File: config.mk
export PLATFORM = sky130hd
export DESIGN_NAME = ramb4_s8_port_arbiter_flat
export DESIGN_NICKNAME = d
export VERILOG_FILES = /design/src/rtl/ramb4_s8_port_arbiter_if.sv /design/src/rtl/ramb4_s8_port_arbiter.sv /design/src/flat_wrapper.sv
export SDC_FILE = /design/constraint.sdc
export NUM_CORES = 1
export LEC_CHECK = 0
export ABC_CLOCK_PERIOD_IN_PS = 3400
export CORE_MARGIN = 5
export CORE_UTILIZATION = 65
export CTS_CLUSTER_SIZE = 16
export DETAILED_ROUTE_END_ITERATION = 6
export DONT_BUFFER_PORTS = 1
export HOLD_SLACK_MARGIN = 0.08
export PLACE_DENSITY = 0.83
export SETUP_SLACK_MARGIN = 0.3
export SLEW_MARGIN = 0
export SYNTH_ARGS = -nofsm -noshare
export SYNTH_HDL_FRONTEND = slang
export SYNTH_SLANG_ARGS = --single-unit
File: constraint.sdc
create_clock -name CLK -period 3.4 [get_ports CLK]
set_input_delay 0.34 -clock CLK [delete_from_list [all_inputs] [get_ports CLK]]
set_output_delay 0.34 -clock CLK [all_outputs]
set_load 0.01 [all_outputs]
File: src/rtl/ramb4_s8_port_arbiter_if.sv
// Client and RAM port B signal bundle for the RAMB4_S1_S8 port B arbiter.
// The slave modport is the arbiter's view; master is the clients-plus-RAM view.
interface ramb4_s8_port_arbiter_if #(
    parameter int ADDR_W = 9,
    parameter int DATA_W = 8
);
    logic              REQ0;
    logic              WE0;
    logic [ADDR_W-1:0] ADDR0;
    logic [DATA_W-1:0] DI0;
    logic              ACK0;
    logic              VLD0;

    logic              REQ1;
    logic              WE1;
    logic [ADDR_W-1:0] ADDR1;
    logic [DATA_W-1:0] DI1;
    logic              ACK1;
    logic              VLD1;

    logic [DATA_W-1:0] RDATA;

    logic              ENB;
    logic              WEB;
    logic [ADDR_W-1:0] ADDRB;
    logic [DATA_W-1:0] DIB;
    logic              RSTB;
    logic [DATA_W-1:0] DOB;

    modport slave (
        input  REQ0, WE0, ADDR0, DI0,
        input  REQ1, WE1, ADDR1, DI1,
        output ACK0, VLD0, ACK1, VLD1, RDATA,
        output ENB, WEB, ADDRB, DIB, RSTB,
        input  DOB
    );

    modport master (
        output REQ0, WE0, ADDR0, DI0,
        output REQ1, WE1, ADDR1, DI1,
        input  ACK0, VLD0, ACK1, VLD1, RDATA,
        input  ENB, WEB, ADDRB, DIB, RSTB,
        output DOB
    );
endinterface

File: src/rtl/ramb4_s8_port_arbiter.sv
// Shares RAMB4_S1_S8 port B between two byte clients with registered RAM-side outputs.
// Round-robin by default; define ARB_FIXED_PRIO_EN for fixed priority (requester 0 wins ties).
module ramb4_s8_port_arbiter #(
    parameter int ADDR_W    = 9,
    parameter int DATA_W    = 8,
    parameter bit LAST_INIT = 1'b1
) (
    input  logic                   CLK,
    input  logic                   RST,
    ramb4_s8_port_arbiter_if.slave bus
);
    logic              elig0;
    logic              elig1;
    logic              grant;
    logic              win;
    logic              we_win;
    logic [ADDR_W-1:0] addr_win;
    logic [DATA_W-1:0] di_win;
    logic              issue0;
    logic              issue1;
    logic              pend0;
    logic              pend1;
`ifndef ARB_FIXED_PRIO_EN
    logic              last;
`endif

    // A requester whose ACK is showing this cycle is already served and sits out.
    always_comb begin
        elig0 = bus.REQ0 & ~bus.ACK0;
        elig1 = bus.REQ1 & ~bus.ACK1;
        grant = elig0 | elig1;
`ifdef ARB_FIXED_PRIO_EN
        win   = ~elig0;
`else
        win   = (elig0 & elig1) ? ~last : elig1;
`endif
        we_win   = win ? bus.WE1   : bus.WE0;
        addr_win = win ? bus.ADDR1 : bus.ADDR0;
        di_win   = win ? bus.DI1   : bus.DI0;
    end

    always_ff @(posedge CLK) begin
        if (RST) begin
            bus.ACK0  <= 1'b0;
            bus.ACK1  <= 1'b0;
            bus.ENB   <= 1'b0;
            bus.WEB   <= 1'b0;
            bus.ADDRB <= '0;
            bus.DIB   <= '0;
            issue0    <= 1'b0;
            issue1    <= 1'b0;
            pend0     <= 1'b0;
            pend1     <= 1'b0;
`ifndef ARB_FIXED_PRIO_EN
            last      <= LAST_INIT;
`endif
        end else begin
            bus.ACK0 <= grant & ~win;
            bus.ACK1 <= grant & win;
            bus.ENB  <= grant;
            bus.WEB  <= grant & we_win;
            if (grant) begin
                bus.ADDRB <= addr_win;
                bus.DIB   <= di_win;
            end
            // Reads travel two stages: issued with ACK, data valid when the RAM has sampled.
            issue0 <= grant & ~win & ~we_win;
            issue1 <= grant & win & ~we_win;
            pend0  <= issue0;
            pend1  <= issue1;
`ifndef ARB_FIXED_PRIO_EN
            if (elig0 & elig1) begin
                last <= win;
            end
`endif
        end
    end

    // Gating with RST drops a read whose data would land in the reset cycle.
    assign bus.VLD0  = pend0 & ~RST;
    assign bus.VLD1  = pend1 & ~RST;
    assign bus.RDATA = bus.DOB;
    assign bus.RSTB  = 1'b0;
endmodule

File: src/flat_wrapper.sv
// flat-port wrapper written by rule: the top's interface ports become plain ports
module ramb4_s8_port_arbiter_flat 
#(
    parameter int ADDR_W    = 9,
    parameter int DATA_W    = 8,
    parameter bit LAST_INIT = 1'b1
)
  (CLK, RST, bus_REQ0, bus_WE0, bus_ADDR0, bus_DI0, bus_REQ1, bus_WE1, bus_ADDR1, bus_DI1, bus_ACK0, bus_VLD0, bus_ACK1, bus_VLD1, bus_RDATA, bus_ENB, bus_WEB, bus_ADDRB, bus_DIB, bus_RSTB, bus_DOB);
  ramb4_s8_port_arbiter_if #(.ADDR_W(ADDR_W), .DATA_W(DATA_W)) bus_i ();
  input  logic CLK;
  input  logic RST;
  input wire logic [$bits(bus_i.REQ0)-1:0] bus_REQ0;
  input wire logic [$bits(bus_i.WE0)-1:0] bus_WE0;
  input wire logic [$bits(bus_i.ADDR0)-1:0] bus_ADDR0;
  input wire logic [$bits(bus_i.DI0)-1:0] bus_DI0;
  input wire logic [$bits(bus_i.REQ1)-1:0] bus_REQ1;
  input wire logic [$bits(bus_i.WE1)-1:0] bus_WE1;
  input wire logic [$bits(bus_i.ADDR1)-1:0] bus_ADDR1;
  input wire logic [$bits(bus_i.DI1)-1:0] bus_DI1;
  output wire logic [$bits(bus_i.ACK0)-1:0] bus_ACK0;
  output wire logic [$bits(bus_i.VLD0)-1:0] bus_VLD0;
  output wire logic [$bits(bus_i.ACK1)-1:0] bus_ACK1;
  output wire logic [$bits(bus_i.VLD1)-1:0] bus_VLD1;
  output wire logic [$bits(bus_i.RDATA)-1:0] bus_RDATA;
  output wire logic [$bits(bus_i.ENB)-1:0] bus_ENB;
  output wire logic [$bits(bus_i.WEB)-1:0] bus_WEB;
  output wire logic [$bits(bus_i.ADDRB)-1:0] bus_ADDRB;
  output wire logic [$bits(bus_i.DIB)-1:0] bus_DIB;
  output wire logic [$bits(bus_i.RSTB)-1:0] bus_RSTB;
  input wire logic [$bits(bus_i.DOB)-1:0] bus_DOB;
  assign bus_i.REQ0 = bus_REQ0;
  assign bus_i.WE0 = bus_WE0;
  assign bus_i.ADDR0 = bus_ADDR0;
  assign bus_i.DI0 = bus_DI0;
  assign bus_i.REQ1 = bus_REQ1;
  assign bus_i.WE1 = bus_WE1;
  assign bus_i.ADDR1 = bus_ADDR1;
  assign bus_i.DI1 = bus_DI1;
  assign bus_ACK0 = bus_i.ACK0;
  assign bus_VLD0 = bus_i.VLD0;
  assign bus_ACK1 = bus_i.ACK1;
  assign bus_VLD1 = bus_i.VLD1;
  assign bus_RDATA = bus_i.RDATA;
  assign bus_ENB = bus_i.ENB;
  assign bus_WEB = bus_i.WEB;
  assign bus_ADDRB = bus_i.ADDRB;
  assign bus_DIB = bus_i.DIB;
  assign bus_RSTB = bus_i.RSTB;
  assign bus_i.DOB = bus_DOB;
  ramb4_s8_port_arbiter #(.ADDR_W(ADDR_W), .DATA_W(DATA_W), .LAST_INIT(LAST_INIT)) u_core (.CLK(CLK), .RST(RST), .bus(bus_i));
endmodule
==> summary.md <==
| Metric | Value |
|---|---|
| Vias in the first global route | 940 |
| Min Tclk post-route | 1.79 ns |
| Pins Over Slew Limit | 0 |
| Largest stage delay, worst path | 0.64 ns |
| Leakage | 0.461 nW |
| Total CTS buffers | 3 |
| Die H | 55.6 um |
| Count of final setup violators | 0 |
| Final hold violations | 0 |
| DRT Wirelength | 3.02 mm |
| Setup TNS | 0 ns |
| Post-synth cell types | 25 |
| ANT cells | 0 |
| Final std cells w/o fill | 152 |
| Family with the most delay on the worst path | simple AND/OR/NAND/NOR gates |
| Clk root buf | clkbuf_4 |
| Synth-to-Final Area Change | -4.90% |
| Grt total ovfl | 0 |
| Total of max-cap violations | 0 |
| WS Path Type | register to register |
| Initial antenna violation count | 0 |
| Final nets | 175 |
| Overall Power | 0.586 mW |
| Status | complete, no violations |
| Antenna Violating Nets Remaining | 0 |
| FF-to-FF Start | u_core.bus.ACK1 |
| Drt pass-1 iters | 5 |
| CTS H-tree lvls | 1 |
| Share of the synthesized area in the top cell type | 38.5% |
| PortBufs | 0 |
| Peak Freq | between 0.5 and 0.6 GHz |
| Yosys top cell by area | dfxtp_1 |
| Average footprint of a synthesized cell | 9.46 um2 |
| Clock Skew | around 0.0053 ns |
| Post-Syn Instances | 143 |
| Clock sink count | 26 |
| DR DRC count | 0 |
| RSZ-0062 raised after global routing | no |
| Worst-Margin Slew | 0.705 ns |
| Worst VDD drop | 231 uV |
| Seq/Total Area, Yosys | 38.5% |
| Placer Congestion | between 0.7 and 0.8 |
| Via count | 1042 |
| I/O pin count | 80 |
| Crit path depth | 3 |
| PwrDens | 455 mW/mm2 |
| Row cnt | 16 |
| Worst min path class | input pin to register |
| Yosys reg bits | 26 |
| DR WL/cell | 19.9 um |
| Critical Path Source | u_core.bus.ACK1 |
| GRT Total Usage | 17.7% |
| Chip width | 55.6 um |
| CP max-delay cell | and3b_1 |
| Worst path arrival time | about 2.1 ns |
| CTS tree | yes |
| Yosys warns | 0 |
| Global-route wire length before repair | 4.61 mm |
| Fill cells | 163 |
| Cell area after layout | 0.00129 mm2 |
| Placed Cells | 145 |
| CTS clk-pin slew, worst paths | 0.13 ns |
| Headroom to the max-slew limit | 52.9% |
| Largest net degree at the start of global routing | 44 |
| Syn_nets | 191 |
| Largest registers | u_core.bus.ADDRB (9), u_core.bus.DIB (8) |
| Synthesized area | 0.00135 mm2 |
| R2R depth | 3 |
| Worst skew pair latency | approximately 0.31 ns |
| Critical path endpoint category | register |
| Crit Path Max Fanout | 39 |
| Worst Setup EP | u_core.bus.ADDRB[4] |
| Element type at the critical path start | register |
| Placed cell area | 0.00122 mm2 |
| Biggest register | u_core.bus.ADDRB |
| FF-to-FF setup slack | 1.61 ns |
| Crit path buffers/inverters | 0 |
| Core ar. | 0.00198 mm2 |
| CTS resizes | 0 |
| Share of layout cells above drive strength 1 | 4.00% |
| Critical path, cell by cell | nand2b_4, and3b_1, a221o_1 |
| Worst Path Required | 3.66 ns |
| Top cells by area, synth | dfxtp_1, a221o_1, nor4b_1, nand2b_1, a21oi_1 |
| Starting Density | 68.2% |
| Die area | 0.00309 mm2 |
| Reg2reg end | u_core.bus.ADDRB[4] |
| Clk buf depth | 2 |
| Starting DRC count in detailed routing | 31 |
| Max reg flops | 9 |
| Period utilization | 52.8% |
| Routed vias/inst | 6.86 |
## Yosys cell counts
master,count
nor3b_1,1
or3b_1,1
buf_2,4
nor2_1,1
nand2_1,1
nor3_1,2
nand2b_1,17
a21o_1,1
dfxtp_1,26
o21ai_0,1
and2b_1,1
buf_6,3
nor2b_1,4
inv_1,1
a221o_1,17
conb_1,1
nand3b_1,1
and3b_1,2
nor4b_1,17
clkbuf_1,7
a21oi_1,19
o21ai_1,1
nand2b_4,2
nand3_1,1
buf_4,11
## stage by stage
step                      util [%]  setup WS, ns  hold WS, ns
after CTS                     63.4          1.63       0.0813
after global routing          64.9          1.50        0.123
after detailed placement      61.7          1.66        0.418
final                         64.9          1.61        0.143
after floorplan                  -          2.06        0.414
after global placement        61.7          1.71        0.417
## per-layer routing
| layer | global-route usage (%) | wire (um) | vias to the layer above |
|---|---|---|---|
| li1 | - | - | 482 |
| met5 | 0 | 0 | - |
| met2 | 28.0 | 1500 | 55 |
| met4 | 2.78 | 8 | 0 |
| met1 | 22.7 | 1180 | 501 |
| met3 | 7.66 | 335 | 4 |
## cells by family after synthesis
| kind of cell | count (synthesis) | synth area share [%] |
|---|---|---|
| other cells | 1 | 0.277 |
| flops | 26 | 38.5 |
| compound gates | 39 | 20.9 |
| simple gates | 51 | 28.0 |
| buf+inv | 26 | 12.3 |
## power breakdown
part | switching (mW) | internal, mW
logic | 0.0511 | 0.0443
clock network | 0.0832 | 0.0413
registers | 0.0320 | 0.334
## worst reg2reg max path, cell delays in order (launching register included)
cell and delay [ns]:
dfxtp_1 0.43, nand2b_4 0.41, and3b_1 0.65, a221o_1 0.26
## placed cells by master, fill, tap and decap left out, types with 2 or more instances in the layout
master / Yosys / layout
dfxtp_1: 26 / 26
nand2b_1: 17 / 17
nor4b_1: 17 / 17
a21oi_1: 19 / 19
nand2b_4: 2 / 2
and3b_1: 2 / 2
dlygate4sd3_1: 0 / 4
nor3_1: 2 / 2
a221o_1: 17 / 17
clkbuf_4: 0 / 3
nor2b_1: 4 / 4
## how the worst min path moves through the flow
stage / start / to / slack, ns / depth (start not counted)
3_3_place_gp: RST / u_core.pend0 / 0.42 / 1
2_1_floorplan: u_core.issue0 / u_core.pend0 / 0.41 / 1
3_5_place_dp: RST / u_core.pend1 / 0.42 / 1
6_report: RST / u_core.last / 0.14 / 1
5_1_grt: RST / u_core.last / 0.12 / 1
4_1_cts: RST / u_core.bus.ACK1 / 0.08 / 1
## what timing repair did
| item | 4_1_cts | 5_1_grt |
|---|---|---|
| hold endpoints to repair | 1 | 4 |
| hold buffers | 1 | 3 |
| setup endpoints to repair | 0 | 0 |
| buffers inserted | 0 | 0 |
## cell type report
cell class	count	area [um2]	share of cell area, %
well taps	27	33.8	2.63
flip-flops and latches	26	520	40.5
multi-input cells	91	666	51.8
repair buffers	4	40.0	3.11
inverters	1	3.75	0.292
clock buffers	3	22.5	1.75
Power figures use the tool's default switching activity.
